## src/rtl/toggle_meter_pkg.sv

```systemverilog
// Shared types and helpers for the toggle_meter block.
package toggle_meter_pkg;

  typedef enum logic [1:0] {IDLE, SEEK, HIGH, LOW} state_t;

  // Without duty measurement, HIGH doubles as the single counting state.
  localparam state_t COUNT = HIGH;

  localparam int CNT_W_DEF = 16;

  function automatic logic [31:0] sat_inc(input logic [31:0] v, input logic [31:0] max_v);
    return (v >= max_v) ? v : v + 32'd1;
  endfunction

endpackage

```

## src/rtl/toggle_meter_sync_edge_det.sv

```systemverilog
// Input synchronizer chain plus one delay flop for rise/fall detection.
module sync_edge_det #(
  parameter int SYNC_STAGES = 2
) (
  input  logic clk,
  input  logic rst_n,
  input  logic d_in,
  output logic level,
  output logic rise,
  output logic fall
);

  logic [SYNC_STAGES-1:0] sync_q;
  logic                   level_d;

  always_ff @(posedge clk or negedge rst_n) begin
    if (!rst_n) begin
      sync_q  <= '0;
      level_d <= 1'b0;
    end else begin
      sync_q  <= {sync_q[SYNC_STAGES-2:0], d_in};
      level_d <= sync_q[SYNC_STAGES-1];
    end
  end

  assign level = sync_q[SYNC_STAGES-1];
  assign rise  = level & ~level_d;
  assign fall  = ~level & level_d;

endmodule

```

## src/rtl/toggle_meter.sv

```systemverilog
// Measures period and high time of a toggling input; results on a valid/ready port.
// Build option TOGGLE_METER_DUTY_EN: defined -> high time measured, else high_out is 0.
//
// state | meaning
// IDLE  | measurement disabled, counters cleared
// SEEK  | waiting for the first rise of a measurement
// HIGH  | input high, counting (also the merged COUNT state without duty)
// LOW   | input low, counting; next rise captures the period
module toggle_meter
  import toggle_meter_pkg::*;
#(
  parameter int CNT_W       = CNT_W_DEF,
  parameter int SYNC_STAGES = 2,
  parameter int TIMEOUT     = 1000
) (
  input  logic             clk,
  input  logic             rst_n,
  input  logic             sig_in,
  input  logic             meas_en,
  output logic [CNT_W-1:0] period_out,
  output logic [CNT_W-1:0] high_out,
  output logic             valid,
  input  logic             ready,
  output logic             overrun,
  output logic             stalled
);

  localparam logic [31:0]      CNT_MAX  = 32'({CNT_W{1'b1}});
  localparam logic [CNT_W-1:0] TMR_LOAD = CNT_W'(TIMEOUT - 1);

  state_t           state_q, state_d;
  logic [CNT_W-1:0] cnt_q, cnt_d, cnt_inc;
  logic [CNT_W-1:0] tmr_q, tmr_d;
  logic             capture, stall_set, stall_clr;
  logic             rise, fall, level_unused;

  sync_edge_det #(.SYNC_STAGES(SYNC_STAGES)) u_sync (
    .clk   (clk),
    .rst_n (rst_n),
    .d_in  (sig_in),
    .level (level_unused),
    .rise  (rise),
    .fall  (fall)
  );

  assign cnt_inc = CNT_W'(sat_inc(32'(cnt_q), CNT_MAX));

`ifdef TOGGLE_METER_DUTY_EN
  logic [CNT_W-1:0] hold_q, hold_d;
`endif

  always_comb begin
    state_d   = state_q;
    cnt_d     = cnt_q;
    tmr_d     = tmr_q;
    capture   = 1'b0;
    stall_set = 1'b0;
    stall_clr = 1'b0;
`ifdef TOGGLE_METER_DUTY_EN
    hold_d    = hold_q;
`endif
    if (!meas_en) begin
      state_d   = IDLE;
      cnt_d     = '0;
      tmr_d     = TMR_LOAD;
      stall_clr = 1'b1;
    end else begin
      // Idle timer: reloaded on any edge, runs down while measuring.
      if (state_q == IDLE || rise || fall)
        tmr_d = TMR_LOAD;
      else if (tmr_q != '0)
        tmr_d = tmr_q - 1'b1;
      if (rise)
        stall_clr = 1'b1;
      case (state_q)
        IDLE: state_d = SEEK;
        SEEK: begin
          if (rise) begin
            cnt_d   = CNT_W'(1);
            state_d = HIGH;
          end
        end
`ifdef TOGGLE_METER_DUTY_EN
        HIGH: begin
          cnt_d = cnt_inc;
          if (fall) begin
            hold_d  = cnt_q;
            state_d = LOW;
          end
        end
        LOW: begin
          cnt_d = cnt_inc;
          if (rise) begin
            capture = 1'b1;
            cnt_d   = CNT_W'(1);
            state_d = HIGH;
          end
        end
`else
        COUNT: begin
          cnt_d = cnt_inc;
          if (rise) begin
            capture = 1'b1;
            cnt_d   = CNT_W'(1);
          end
        end
`endif
        default: state_d = IDLE;
      endcase
      if (state_q != IDLE && !rise && !fall && tmr_q == '0) begin
        stall_set = 1'b1;
        state_d   = SEEK;
        cnt_d     = '0;
        tmr_d     = TMR_LOAD;
      end
    end
  end

  always_ff @(posedge clk or negedge rst_n) begin
    if (!rst_n) begin
      state_q <= IDLE;
      cnt_q   <= '0;
      tmr_q   <= TMR_LOAD;
`ifdef TOGGLE_METER_DUTY_EN
      hold_q  <= '0;
`endif
    end else begin
      state_q <= state_d;
      cnt_q   <= cnt_d;
      tmr_q   <= tmr_d;
`ifdef TOGGLE_METER_DUTY_EN
      hold_q  <= hold_d;
`endif
    end
  end

  // A capture loads only when the slot is free or being accepted this cycle.
  always_ff @(posedge clk or negedge rst_n) begin
    if (!rst_n) begin
      period_out <= '0;
      valid      <= 1'b0;
      overrun    <= 1'b0;
      stalled    <= 1'b0;
`ifdef TOGGLE_METER_DUTY_EN
      high_out   <= '0;
`endif
    end else begin
      if (capture && (!valid || ready)) begin
        period_out <= cnt_q;
`ifdef TOGGLE_METER_DUTY_EN
        high_out   <= hold_q;
`endif
        valid      <= 1'b1;
      end else if (capture) begin
        overrun <= 1'b1;
      end else if (valid && ready) begin
        valid <= 1'b0;
      end
      if (stall_set)
        stalled <= 1'b1;
      else if (stall_clr)
        stalled <= 1'b0;
    end
  end

`ifndef TOGGLE_METER_DUTY_EN
  assign high_out = '0;
`endif

endmodule

```

## config.mk

```make
export PLATFORM = sky130hd
export DESIGN_NAME = toggle_meter
export DESIGN_NICKNAME = d
export VERILOG_FILES = /design/src/rtl/toggle_meter_pkg.sv /design/src/rtl/toggle_meter_sync_edge_det.sv /design/src/rtl/toggle_meter.sv
export SDC_FILE = /design/constraint.sdc
export NUM_CORES = 1
export LEC_CHECK = 0
export CORE_ASPECT_RATIO = 1.75
export CORE_UTILIZATION = 35
export CTS_BUF_LIST = sky130_fd_sc_hd__clkbuf_2
export CTS_CLUSTER_DIAMETER = 30
export DETAILED_ROUTE_END_ITERATION = 10
export PLACE_DENSITY = 0.61
export SYNTH_ARGS = -nofsm -noshare
export SYNTH_HDL_FRONTEND = slang
export SYNTH_HIERARCHICAL = 1
export SYNTH_SLANG_ARGS = --single-unit
```

## constraint.sdc

```tcl
create_clock -name clk -period 2.1 [get_ports clk]
set_input_delay 0.21 -clock clk [delete_from_list [all_inputs] [get_ports clk]]
set_output_delay 0.21 -clock clk [all_outputs]
set_load 0.01 [all_outputs]
```

==> metrics.txt, run 1 <==
hpwl dp 4290 um; DRT iter0 DRCs 164; All-Layer GR Usage 14.7%; final slew viol count 0; die width 70.1 um; TNS Setup 0 ps; buffers inserted by post-CTS timing repair 0; GPL Wtd Cong 0.890; routed length per instance 14.4 um; I/O pins 40; Critical Path Sink cnt_q[3]; Seq/Total Area, Yosys roughly half; CP required 2530 ps; Worst Path Class, Setup flip-flop to flip-flop; endpoints failing setup 0; CTS Sinks 56; DIE HEIGHT 121 um; Worst-Skew Late Latency 480 ps; hold wc startpoint sig_in; top cells by area, synth dfrtp_1, dfstp_2, mux2_2, buf_4, nand2_1; commonest non-fill, non-tap cell in the layout dfrtp_1; CORE AREA 7910 um2; Num CTS Buffers 5; Worst Hold Class input port to flip-flop; layout cell share with drive strength beyond 1 19.0%; largest net degree at the start of global routing 35; GRT overflow 0; fmax 506 MHz; Post-Syn Area 2840 um2; area share of the largest cell type after synthesis around 42%; area leader, netlist dfrtp_1; Total Nets Final roughly 330; Final Cycle Share 94.2%; Layout area overhead 16.2%; total power divided by cell area 658 nW/um2; worst vdd ir 0.000463 V; vias in the first global route 2096; DRC 0; Inserted Diodes 0; num rows 43; first-pass GRT wire length 9840 um; Pleak 1.44 nW; outcome finished, final reports clean; filler instances 771; crit start category flip-flop; Initial Util between 30% and 40%; CTS Buffer Depth 2; syn_area_per_cell 10.3 um2; Yosys cell types 44; vias per inst 5.28; CTS Root Cell clkbuf_2; die area 8500 um2; final cell count without fillers between 400 and 500; H-tree depth 2; crit path launch cnt_q[1]; initial antenna violation count 0; post-synthesis register bit count 56; Min Clock Period, post-route a little under 2000 ps; CTS tree built; ANT nets after route 0; Crit Reg-Reg Endpoint cnt_q[3]; arrival time at the worst endpoint 2410 ps; cell count of the worst reg-to-reg path 6; Max Cap Violations 0; crit path max fanout 11; Inst Count DP a little under 400; Fin. Hold Viols 0; router iterations before antenna repair 4; Synth Instances approximately 280; Synth Warn # 6; clk_skew 31.7 ps; Port Buf Inserts 23; RSZ-0062 raised after global routing no; Worst Hold Slack 153 ps; FF-to-FF Start cnt_q[1]; Worst slew margin between 60% and 70%; hold path cells 1; total number of vias 2144; Clock transition at path regs 270 ps; Critical Path Sink Type flip-flop; Worst-Margin Slew 527 ps; final WL 5830 um; register-to-register setup slack 120 ps; leading cell types in the layout, fill and taps excluded dfrtp_1, nor2_1, nand2_1
## per-layer routing
layer  GRT usage (%)  share of wire [%]  vias up
met5               0                  0        -
met4            6.75                2.7        0
met3            3.49                3.2       15
met2            26.3                 54       57
met1            16.4                 40     1053
li1                -                  -     1019
## flip-flops by register name, indices dropped and copies added, names as in the netlist
signal,flops
state_q,2
period_out,16
cnt_q,16
stalled,1
overrun,1
u_sync/level_d,1
tmr_q,16
valid,1
u_sync/sync_q,2
## worst min path at each step
stage | slack (ps) | endpoint
finish | 150 | u_sync/sync_q[0]
global route | 110 | u_sync/sync_q[0]
CTS | 140 | u_sync/sync_q[0]
detailed placement | 220 | period_out[6]
global placement | 220 | period_out[6]
floorplan | -90 | cnt_q[0]
## cell families (layout without fill, tap and decap cells)
| family | Yosys count | after routing | synth area share, % |
|---|---|---|---|
| AOI/OAI and AO/OA | 43 | 43 | 9.07 |
| xor gates and xnor gates | 12 | 12 | 3.70 |
| adders and majority gates | 7 | 7 | 3.08 |
| buffers and inverters | 29 | 54 | 6.69 |
| DFF | 56 | 56 | 49.7 |
| muxes | 19 | 19 | 7.40 |
| other | 1 | 16 | 0.132 |
| and+or+nand+nor | 109 | 109 | 20.3 |
## critical path, cell delays in order (launching register included)
cell and delay (ps):
dfrtp_1 480, ha_1 220, and3_1 170, and4_4 190, a21o_4 250, or4_1 470, a21oi_1 140
## metrics by stage
| step | utilization, % | worst slack, ps | power [mW] | instance area (um2) |
|---|---|---|---|---|
| after floorplan | - | 134 | 1.55 | 2900 |
| after global placement | 40.8 | 140 | 1.72 | 3230 |
| after detailed placement | 40.8 | 78.8 | 1.73 | 3230 |
| after CTS | 41.4 | 40.9 | 2.17 | 3280 |
| after global routing | 41.8 | 1.11 | 2.31 | 3300 |
| final | 41.8 | 123 | 2.17 | 3300 |
## synthesized netlist by cell type
master,number
o21ai_0,10
a21boi_0,2
mux2i_1,3
ha_1,7
o211ai_1,1
nor3b_1,4
nor2_1,24
nand4_1,4
a211oi_1,1
mux2_2,16
buf_2,2
a31oi_1,5
or3_1,1
nand2_1,24
o31ai_1,1
xor2_1,6
inv_1,6
o21bai_1,1
dfrtp_1,48
nand3_1,16
a311oi_1,3
or4_4,2
clkbuf_1,2
a21oi_2,1
conb_1,1
o21ai_1,1
and4_1,2
buf_6,2
and2_1,1
a21o_1,2
nor3_1,10
o22ai_1,1
nand2b_1,1
or4_1,3
and3_1,7
dfstp_2,8
xnor2_1,6
buf_4,17
a21oi_1,14
nor2b_1,5
and2b_2,1
and4_4,1
nor4_4,1
nor4_1,2
## where the power goes
part | internal (mW) | total (mW) | switching, mW
sequential | 1.13 | 1.15 | 0.0274
clock | 0.0903 | 0.426 | 0.336
combinational | 0.237 | 0.594 | 0.358
total | 1.45 | 2.17 | 0.721
## area by class of cell
cell class / instances / area [um2] / share of cell area [%]
inverter: 6 / 22.5 / 0.682
clock inverter: 1 / 5.00 / 0.152
timing repair buffer: 40 / 393 / 11.9
sequential: 56 / 1410 / 42.7
clock buffer: 7 / 35.0 / 1.06
multi-input combinational: 206 / 1320 / 40.1
tap: 90 / 113 / 3.41
## what timing repair did
| action | in CTS | in global routing |
|---|---|---|
| hold buffers | 1 | 0 |
| resized for setup | 0 | 6 |
| setup endpoints to repair | 0 | 8 |
| hold endpoints to repair | 16 | 0 |
(Power assumes the default switching activity.)
==> run 2, diff against run 1 <==
GPL_TIMING_DRIVEN = 1   (was default)
PLACE_DENSITY = 0.59   (was 0.61)
clock period = 2.4 ns   (was 2.1 ns; I/O delays follow)
==> run 2 against run 1 <==
Net effect:
- sequential power is 11% lower
- sequential share of layout area rose by 1.6 points
- largest cell class unchanged
- critical endpoint unchanged
- clock power fell by 5.4%
- largest power group unchanged
- clock skew down 2.1 ps
- critical path depth unchanged
==> metrics.txt, run 2 (synthesis gave the netlist of run 1 again) <==
total power divided by cell area roughly 580 nW/um2; Critical Path Sink Type flip-flop; Finished Core Util 40.2%; Worst Path Class, Setup flip-flop to flip-flop; Worst Hold Slack roughly 170 ps; GPL Wtd Cong 0.877; clk_skew 29.6 ps; vias in the first global route 2057; Num CTS Buffers 5; Pleak 1.38 nW; TNS Setup 0 ps; num rows 43; commonest non-fill, non-tap cell in the layout dfrtp_1; worst vdd ir 0.000382 V; Seq pwr share 54.6%; die area ~8500 um2; Initial Util between 30% and 40%; Switching Fraction between 30 and 40%; CTS tree built; Clock transition at path regs 310 ps; final cell count without fillers 397; DIE HEIGHT 121 um; Fin. Hold Viols 0; CORE AREA 7910 um2; Port Buf Inserts 23; Inserted Diodes 0; crit path launch cnt_q[0]; Worst-Skew Late Latency 490 ps; CTS Buffer Depth 2; design area 3180 um2; routed length per instance around 14 um; RSZ-0062 raised after global routing no; crit path max fanout 11; cts repair resizes 0; DRT iter0 DRCs 140; hpwl dp 4170 um; crit start category flip-flop; FF-to-FF Start cnt_q[0]; DRC 0; H-tree depth 2; Worst Hold Class input port to flip-flop; CTS Root Cell clkbuf_2; Total Nets Final approximately 320; Post-Route M1 WL 2280 um; fmax approximately 460 MHz; Pwr Total 1.86 mW; Critical Path Sink cnt_q[3]; leading cell types in the layout, fill and taps excluded dfrtp_1, nor2_1, nand2_1; Worst slew margin 52.2%; metal2 WL 3050 um; router iterations before antenna repair 4; vias per inst ~5.2; endpoints failing setup 0; top layer in use met4; CP required approximately 2900 ps; Max Cap Violations 0; Int Pwr 1.22 mW; Clock power frac about 22%; final slew viol count 0; Final Cycle Share 89.8%; pre-CTS WS 317 ps; die width 70.1 um; arrival time at the worst endpoint 2610 ps; ANT nets after route 0; I/O pins 40; Switching Power 0.637 mW; Hold Buf Count CTS 1; layout cell share with drive strength beyond 1 between 10 and 15%; hold wc startpoint sig_in; cell count of the worst reg-to-reg path 6; outcome finished, final reports clean; initial antenna violation count 0; register-to-register setup slack 240 ps; Crit Reg-Reg Endpoint cnt_q[3]; first-pass GRT wire length between 9000 and 10000 um; Comb power frac 23.7%; Worst-Margin Slew slightly above 700 ps; Layout area overhead 12.0%; All-Layer GR Usage 14.8%; largest net degree at the start of global routing 32; Min Clock Period, post-route between 2000 and 2500 ps; worst setup margin between 200 and 250 ps; met3 WL 170 um; final WL 5720 um; total number of vias between 2000 and 2500; CTS Sinks 56; dpl cell area about 3100 um2; largest registers cnt_q (16), period_out (16), tmr_q (16); buffers inserted by post-CTS timing repair 0; GRT overflow 0; Inst Count DP 388
run 2: cell count changes in the layout (fill, tap and decap cells not counted), moves of 2 or more:
cell / previous run / this run
buf_12: 3 / 0
buf_4: 13 / 7
clkbuf_2: 7 / 5
inv_6: 0 / 2
nand3_1: 14 / 16
nand3_2: 2 / 0
run 2: per-layer routing:
layer / global-route usage, % / vias up
li1: - / 1004
met1: 16.5 / 1001
met2: 25.8 / 55
met3: 2.99 / 17
met4: 8.50 / 0
met5: 0 / -
run 2: layout make-up:
type | count | area, um2
Tap cell | 90 | 113
Inverter | 6 | 22.5
Multi-Input combinational cell | 206 | 1300
Timing Repair Buffer | 31 | 288
Clock inverter | 3 | 26.3
Sequential cell | 56 | 1410
Clock buffer | 5 | 25.0
Fill cell | 772 | 4730
run 2: critical path, cell delays in order, from the launching register on:
cell and delay [ps]:
dfrtp_1 510, ha_1 240, and3_1 230, and4_4 210
a21o_1 290, or4_1 500, a21oi_1 150
run 2: power groups by stage:
stage	clock network [mW]	logic (mW)	registers (mW)
global placement	0	0.431	1.03
detailed placement	0	0.436	1.03
finish	0.403	0.441	1.02
global route	0.460	0.496	1.02
floorplan	0	0.326	1.03
CTS	0.437	0.441	1.02
run 2: worst min path at each step:
stage | end | slack, ps | depth (start not counted)
2_1_floorplan | cnt_q[0] | -60 | 0
3_3_place_gp | period_out[6] | 330 | 1
3_5_place_dp | period_out[8] | 340 | 1
4_1_cts | u_sync/sync_q[0] | 120 | 1
5_1_grt | u_sync/sync_q[0] | 110 | 1
6_report | u_sync/sync_q[0] | 170 | 1
==> run 3, diff against run 2 <==
CAP_MARGIN = 20   (was default)
CTS_CLUSTER_SIZE = 28   (was default)
==> results of run 3 <==
No change in the layout: final DEF, timing and power equal those of run 2.
